### config.mk
export PLATFORM = sky130hd
export DESIGN_NAME = riscv_mdu
export DESIGN_NICKNAME = d
export VERILOG_FILES = /design/src/rtl/riscv_mdu_pkg.sv /design/src/rtl/riscv_mdu_div_step.sv /design/src/rtl/riscv_mdu.sv
export SDC_FILE = /design/constraint.sdc
export NUM_CORES = 1
export LEC_CHECK = 0
export CORE_AREA = 10 10 214 216
export CTS_CLUSTER_DIAMETER = 200
export DETAILED_ROUTE_END_ITERATION = 8
export DIE_AREA = 0 0 224 226
export GPL_TIMING_DRIVEN = 0
export PLACE_DENSITY = 0.53
export SLEW_MARGIN = 20
export SYNTH_ARGS = -nofsm -noshare
export SYNTH_HDL_FRONTEND = slang
export SYNTH_SLANG_ARGS = --single-unit
### constraint.sdc
create_clock -name clk -period 3.4 [get_ports clk]
set_clock_uncertainty 0.05 [all_clocks]
set_input_delay 0.51 -clock clk [delete_from_list [all_inputs] [get_ports clk]]
set_output_delay 0.51 -clock clk [all_outputs]
set_load 0.02 [all_outputs]
### src/rtl/riscv_mdu_pkg.sv
// Shared definitions for the iterative RV32M/RV64M multiply/divide unit:
// funct3 encodings, FSM state encoding and op-class decode helpers.
package riscv_mdu_pkg;

    localparam logic [2:0] MDU_OP_MUL    = 3'b000;
    localparam logic [2:0] MDU_OP_MULH   = 3'b001;
    localparam logic [2:0] MDU_OP_MULHSU = 3'b010;
    localparam logic [2:0] MDU_OP_MULHU  = 3'b011;
    localparam logic [2:0] MDU_OP_DIV    = 3'b100;
    localparam logic [2:0] MDU_OP_DIVU   = 3'b101;
    localparam logic [2:0] MDU_OP_REM    = 3'b110;
    localparam logic [2:0] MDU_OP_REMU   = 3'b111;

    typedef enum logic [1:0] {
        MDU_IDLE = 2'd0,
        MDU_CALC = 2'd1,
        MDU_FIX  = 2'd2,
        MDU_DONE = 2'd3
    } mdu_state_e;

    function automatic logic op_is_div(input logic [2:0] op);
        return op[2];
    endfunction

    function automatic logic op_is_rem(input logic [2:0] op);
        return op[2] & op[1];
    endfunction

    // Multiply ops other than MUL return the upper half of the product.
    function automatic logic op_is_mulh(input logic [2:0] op);
        return op[1:0] != 2'b00;
    endfunction

    // Signed rs1: MUL, MULH, MULHSU, DIV, REM.
    function automatic logic op_a_signed(input logic [2:0] op);
        return op[2] ? ~op[0] : (op[1:0] != 2'b11);
    endfunction

    // Signed rs2: MUL, MULH, DIV, REM.
    function automatic logic op_b_signed(input logic [2:0] op);
        return op[2] ? ~op[0] : ~op[1];
    endfunction

endpackage

### src/rtl/riscv_mdu_div_step.sv
// One restoring-division iteration: shift in the next dividend bit and
// subtract the divisor if it fits.
module mdu_div_step #(
    parameter int XLEN = 32
) (
    input  logic [XLEN-1:0] rem_i,
    input  logic            bit_i,
    input  logic [XLEN-1:0] divisor_i,
    output logic [XLEN-1:0] rem_o,
    output logic            q_o
);

    logic [XLEN:0] shifted;
    logic [XLEN:0] trial;

    // rem_i < divisor, so the shifted value fits in XLEN+1 bits and a clear
    // MSB of the trial difference means the subtraction did not borrow.
    always_comb begin
        shifted = {rem_i, bit_i};
        trial   = shifted - {1'b0, divisor_i};
        q_o     = ~trial[XLEN];
        rem_o   = q_o ? trial[XLEN-1:0] : shifted[XLEN-1:0];
    end

endmodule

### src/rtl/riscv_mdu.sv
// Iterative multiply/divide unit for the EX stage: one bit per cycle,
// sign fix-up in a final cycle, and single-cycle fast paths for corner cases.
module riscv_mdu
    import riscv_mdu_pkg::*;
#(
    parameter  int XLEN  = 32,
    localparam int CNT_W = $clog2(XLEN + 1)
) (
    input  logic            clk,
    input  logic            rst,
    input  logic            start,
    input  logic [2:0]      op,
    input  logic [XLEN-1:0] a,
    input  logic [XLEN-1:0] b,
    input  logic            flush,
    output logic            busy,
    output logic            done,
    output logic [XLEN-1:0] result
);

    mdu_state_e          state_q, state_d;
    logic [CNT_W-1:0]    cnt_q, cnt_d;
    logic [2:0]          op_q, op_d;
    logic [XLEN-1:0]     b_q, b_d;
    logic                sa_q, sa_d;
    logic                sb_q, sb_d;
    logic [2*XLEN-1:0]   acc_q, acc_d;
    logic [XLEN-1:0]     result_q, result_d;
    logic                busy_q, busy_d;
    logic                done_q, done_d;

    logic                accept;
    logic                a_neg, b_neg;
    logic [XLEN-1:0]     abs_a, abs_b;
    logic                b_zero, ovf, fast;
    logic [XLEN-1:0]     fast_res;
    logic [XLEN:0]       mul_sum;
    logic [2*XLEN-1:0]   mul_next, div_next, prod;
    logic [XLEN-1:0]     div_rem;
    logic                div_q;
    logic [XLEN-1:0]     mul_res, div_res, quo, rem;
    logic                neg;

    mdu_div_step #(.XLEN(XLEN)) u_div_step (
        .rem_i     (acc_q[2*XLEN-1:XLEN]),
        .bit_i     (acc_q[XLEN-1]),
        .divisor_i (b_q),
        .rem_o     (div_rem),
        .q_o       (div_q)
    );

    always_comb begin
        accept   = start & ~busy_q & ~flush;
        a_neg    = op_a_signed(op) & a[XLEN-1];
        b_neg    = op_b_signed(op) & b[XLEN-1];
        abs_a    = a_neg ? -a : a;
        abs_b    = b_neg ? -b : b;
        b_zero   = (b == '0);
        ovf      = op_is_div(op) & ~op[0] & (a == {1'b1, {(XLEN-1){1'b0}}}) & (b == '1);
        fast     = op_is_div(op) & (b_zero | ovf);
        if (b_zero) fast_res = op_is_rem(op) ? a : '1;
        else        fast_res = op_is_rem(op) ? '0 : a;

        // Multiply: acc = {partial product, remaining multiplier bits}.
        mul_sum  = {1'b0, acc_q[2*XLEN-1:XLEN]} + (acc_q[0] ? {1'b0, b_q} : '0);
        mul_next = {mul_sum, acc_q[XLEN-1:1]};
        // Divide: acc = {partial remainder, dividend bits / quotient bits}.
        div_next = {div_rem, acc_q[XLEN-2:0], div_q};

        neg      = sa_q ^ sb_q;
        prod     = neg ? -acc_q : acc_q;
        mul_res  = op_is_mulh(op_q) ? prod[2*XLEN-1:XLEN] : prod[XLEN-1:0];
        quo      = acc_q[XLEN-1:0];
        rem      = acc_q[2*XLEN-1:XLEN];
        if (op_is_rem(op_q)) div_res = sa_q ? -rem : rem;
        else                 div_res = neg ? -quo : quo;

        state_d  = state_q;
        cnt_d    = cnt_q;
        op_d     = op_q;
        b_d      = b_q;
        sa_d     = sa_q;
        sb_d     = sb_q;
        acc_d    = acc_q;
        result_d = result_q;

        unique case (state_q)
            MDU_IDLE, MDU_DONE: begin
                state_d = MDU_IDLE;
                if (accept) begin
                    op_d  = op;
                    b_d   = abs_b;
                    sa_d  = a_neg;
                    sb_d  = b_neg;
                    acc_d = {{XLEN{1'b0}}, abs_a};
                    cnt_d = CNT_W'(XLEN - 1);
                    if (fast) begin
                        state_d  = MDU_DONE;
                        result_d = fast_res;
                    end else begin
                        state_d  = MDU_CALC;
                    end
                end
            end
            MDU_CALC: begin
                acc_d = op_is_div(op_q) ? div_next : mul_next;
                if (cnt_q == '0) state_d = MDU_FIX;
                else             cnt_d   = cnt_q - 1'b1;
            end
            MDU_FIX: begin
                state_d  = MDU_DONE;
                result_d = op_is_div(op_q) ? div_res : mul_res;
            end
            default: state_d = MDU_IDLE;
        endcase

        if (flush) begin
            state_d  = MDU_IDLE;
            result_d = result_q;
        end

        busy_d = (state_d == MDU_CALC) | (state_d == MDU_FIX);
        done_d = (state_d == MDU_DONE);
    end

    always_ff @(posedge clk) begin
        if (!rst) begin
            state_q  <= MDU_IDLE;
            cnt_q    <= '0;
            op_q     <= '0;
            b_q      <= '0;
            sa_q     <= 1'b0;
            sb_q     <= 1'b0;
            acc_q    <= '0;
            result_q <= '0;
            busy_q   <= 1'b0;
            done_q   <= 1'b0;
        end else begin
            state_q  <= state_d;
            cnt_q    <= cnt_d;
            op_q     <= op_d;
            b_q      <= b_d;
            sa_q     <= sa_d;
            sb_q     <= sb_d;
            acc_q    <= acc_d;
            result_q <= result_d;
            busy_q   <= busy_d;
            done_q   <= done_d;
        end
    end

    assign busy   = busy_q;
    assign done   = done_q;
    assign result = result_q;

endmodule
==> results.cfg <==
[global_route]
track_usage = 0.252
grt_pass1_wl_um = 97500
overflow = 0
antenna_found_initial = 0
globalRouteMet3Util = 0.0551
grt_start_max_net_pins = 17
globalRouteMet1Util = 0.341
globalRoute.busiestLayer = met2
grtUsageMet2 = 0.394
grt_pass1_vias = 15478

[drt]
firstDrtPassIters = 5
drc_errors = 0
ant_nets = 0
viasPerCell = 6.05
vias = 16246
wl_um = 66000
drtIter0Drc = 1650
wl_per_cell_um = 24.6

[run_status]
outcome = finished clean

[finish]
diodes = 0
layout.nets = 2282
drive_gt1_frac = 0.121
fin_area_sq_mm = 0.0178
fin_cells = 2687
area_growth_pct = 23.6
final_util = 0.427

[placement]
place_hpwl_um = 52200
port-buffer-count = 103
dp_cells = 2625
gp_congestion = 1.02
placed_area_sq_mm = 0.0161
place_ws_ps = -1670

[synthesis]
yosys.area.top_type = dfxtp_1
synth_nets = 2130
netlist_top_cells_area = dfxtp_1 20%, ha_1 6.4%, a21oi_1 6.3%
netlist.area_leader.share = 0.199
syn_inst = 1983
ys_ff_latch = 143
syn_area_per_cell_sq_um = 7.25
ys_seq_area_frac = 0.199
async_reset_ff_frac = 0
yosysUniqueCellTypes = 95
synthesis.area_sq_mm = 0.0144
ys.flop_type = dfxtp_1
ys.warnings.count = 0
synth_edf_count = 0

[clocking]
cts_tree = done
cts_buffers = 17
cts-root-buf = clkbuf_16
clock_latency_ps = 460
clkSinkCount = 143
hold_buffers = 0
path_clk_slew_ps = 70
cts_buffer_depth = 2
htree_levels = 4

[sta]
setup_viol = 0
relSlewSlack = 0.294
period_share = 0.994
final_max_slew_viol_count = 0
worst_slew_pin_slew_ps = 1060
hold_viol = 0
rsz0062_at_grt = yes
fin_tns_setup_ps = 0
fmax_ghz = 0.296
setup_ws_ps = 20.6
min_period_ps = 3380

[worst_hold_path]
worstHoldPathType = reg2reg

[worst_setup_path]
critPathLaunchType = flip-flop
criticalPathCategory = reg2reg
cp.required_ps = 3660
endpoint_kind = flip-flop
critical_path.max_fanout = 9
critPathArrivalTime_ps = 3640

[die]
die-height_um = 226
io_pins = 105
die_area_sq_mm = 0.0506
initial_core_util = 0.346
core_sq_mm = 0.0416
die_w_um = 224
num_rows = 75

[run]
max-cap-violations = 0

[pwr]
vdd_drop_max_v = 0.000342
power_density_mw_per_mm2 = 301
leakage_nw = 6.57
state kept, by name, summed over array words and instances, names as in the netlist:
signal,cells
sb_q,1
state_q,2
busy,1
done,1
b_q,32
op_q,3
acc_q,64
sa_q,1
result,32
cnt_q,6
timing repair:
item	CTS	global route
pin swaps	23	42
buffers inserted	17	22
setup endpoints to repair	98	92
gates cloned	0	1
endpoints found under the hold margin	0	0
gates resized for setup	113	104
cell usage in the layout, fill, tap and decap left out, types with 18 or more instances in the layout:
cell               n
o211ai_1          48
nand3_1           27
xnor2_1          100
dfxtp_1          124
nor3_1            26
xor2_1            73
clkbuf_16         18
o21ai_0          156
clkbuf_1          86
or3_1             22
a211oi_1          34
nor2_1           157
buf_4             43
a21oi_1          170
ha_1              65
nand2_1          214
o31ai_1           36
a21o_1            40
inv_1             65
nand4_1           21
a31oi_1           23
mux2i_1           56
clkdlybuf4s50_1   98
path summary, 6_finish.rpt:
path                      startpoint                      end  slack [ps]  cells after the start
max            acc_q[2]$_SDFFE_PN0P_   result[5]$_SDFFE_PN0P_          20                     11
min          result[19]$_SDFFE_PN0P_  result[19]$_SDFFE_PN0P_         410                      2
max reg2reg    acc_q[2]$_SDFFE_PN0P_   result[5]$_SDFFE_PN0P_          20                     11
min reg2reg  result[19]$_SDFFE_PN0P_  result[19]$_SDFFE_PN0P_         410                      2
Yosys cell counts (10+ instances only):
| master | n |
|---|---|
| o41ai_1 | 14 |
| nor4_1 | 16 |
| a21o_1 | 40 |
| nand2b_1 | 16 |
| or3_1 | 22 |
| nand3_1 | 29 |
| o221ai_1 | 15 |
| a31oi_1 | 24 |
| xor2_1 | 74 |
| ha_1 | 74 |
| nor3_1 | 34 |
| a22oi_1 | 13 |
| nor2b_1 | 10 |
| xnor2_1 | 100 |
| mux2i_1 | 57 |
| o21a_1 | 16 |
| nand2_1 | 217 |
| nand4_1 | 21 |
| inv_1 | 70 |
| o21ai_0 | 171 |
| a211oi_1 | 39 |
| clkbuf_1 | 105 |
| buf_1 | 11 |
| nor2_1 | 163 |
| or4_1 | 15 |
| o31ai_1 | 39 |
| o211ai_1 | 48 |
| and2_1 | 15 |
| dfxtp_1 | 143 |
| a21oi_1 | 181 |
metrics by stage:
| step | power, mW | hold WS, ps |
|---|---|---|
| floorplan | 2.68 | 382 |
| global route | 5.53 | 441 |
| finish | 5.34 | 408 |
| global placement | 3.20 | 396 |
| detailed placement | 3.20 | 400 |
| CTS | 5.26 | 408 |
worst max-delay path, stage by stage, from the launching register on:
cell and delay (ps):
dfxtp_1 300, clkbuf_1 180, or4_4 630, nor4b_4 270, buf_4 210, nand3_2 230
nor2_4 390, nor2_1 190, a211oi_1 230, a21oi_1 120, nor3_4 300, nor3_1 110
per-layer routing:
metal / wire length [um] / vias to the layer above / share of wire
li1: - / 7574 / -
met1: 29900 / 7939 / 0.45
met2: 29200 / 657 / 0.44
met3: 5460 / 76 / 0.083
met4: 1370 / 0 / 0.021
met5: 0 / - / 0
report_power, final:
part / internal (mW) / leakage (nW) / switching [mW]
clock network: 1.18 / 0.281 / 0.833
logic: 0.552 / 5.12 / 0.964
registers: 1.73 / 1.17 / 0.0769
final cells by class:
| cell class | instances | area, sq um |
|---|---|---|
| plain buffers | 133 | 743 |
| clock buffers | 21 | 450 |
| clock inverters | 11 | 155 |
| fillers | 4331 | 23800 |
| inverters | 72 | 274 |
| multi-input cells | 1625 | 11200 |
| flip-flops and latches | 143 | 2900 |
| well taps | 539 | 674 |
| repair buffers | 143 | 1360 |
cells by family after synthesis:
family,after synthesis,synth area share
fa+ha+maj,76,0.0672
flops,143,0.199
xor+xnor,174,0.106
simple gates,616,0.207
mux,59,0.0413
compound gates,700,0.313
buf+inv,215,0.0670
No activity file was read; power rests on OpenSTA's default activity.
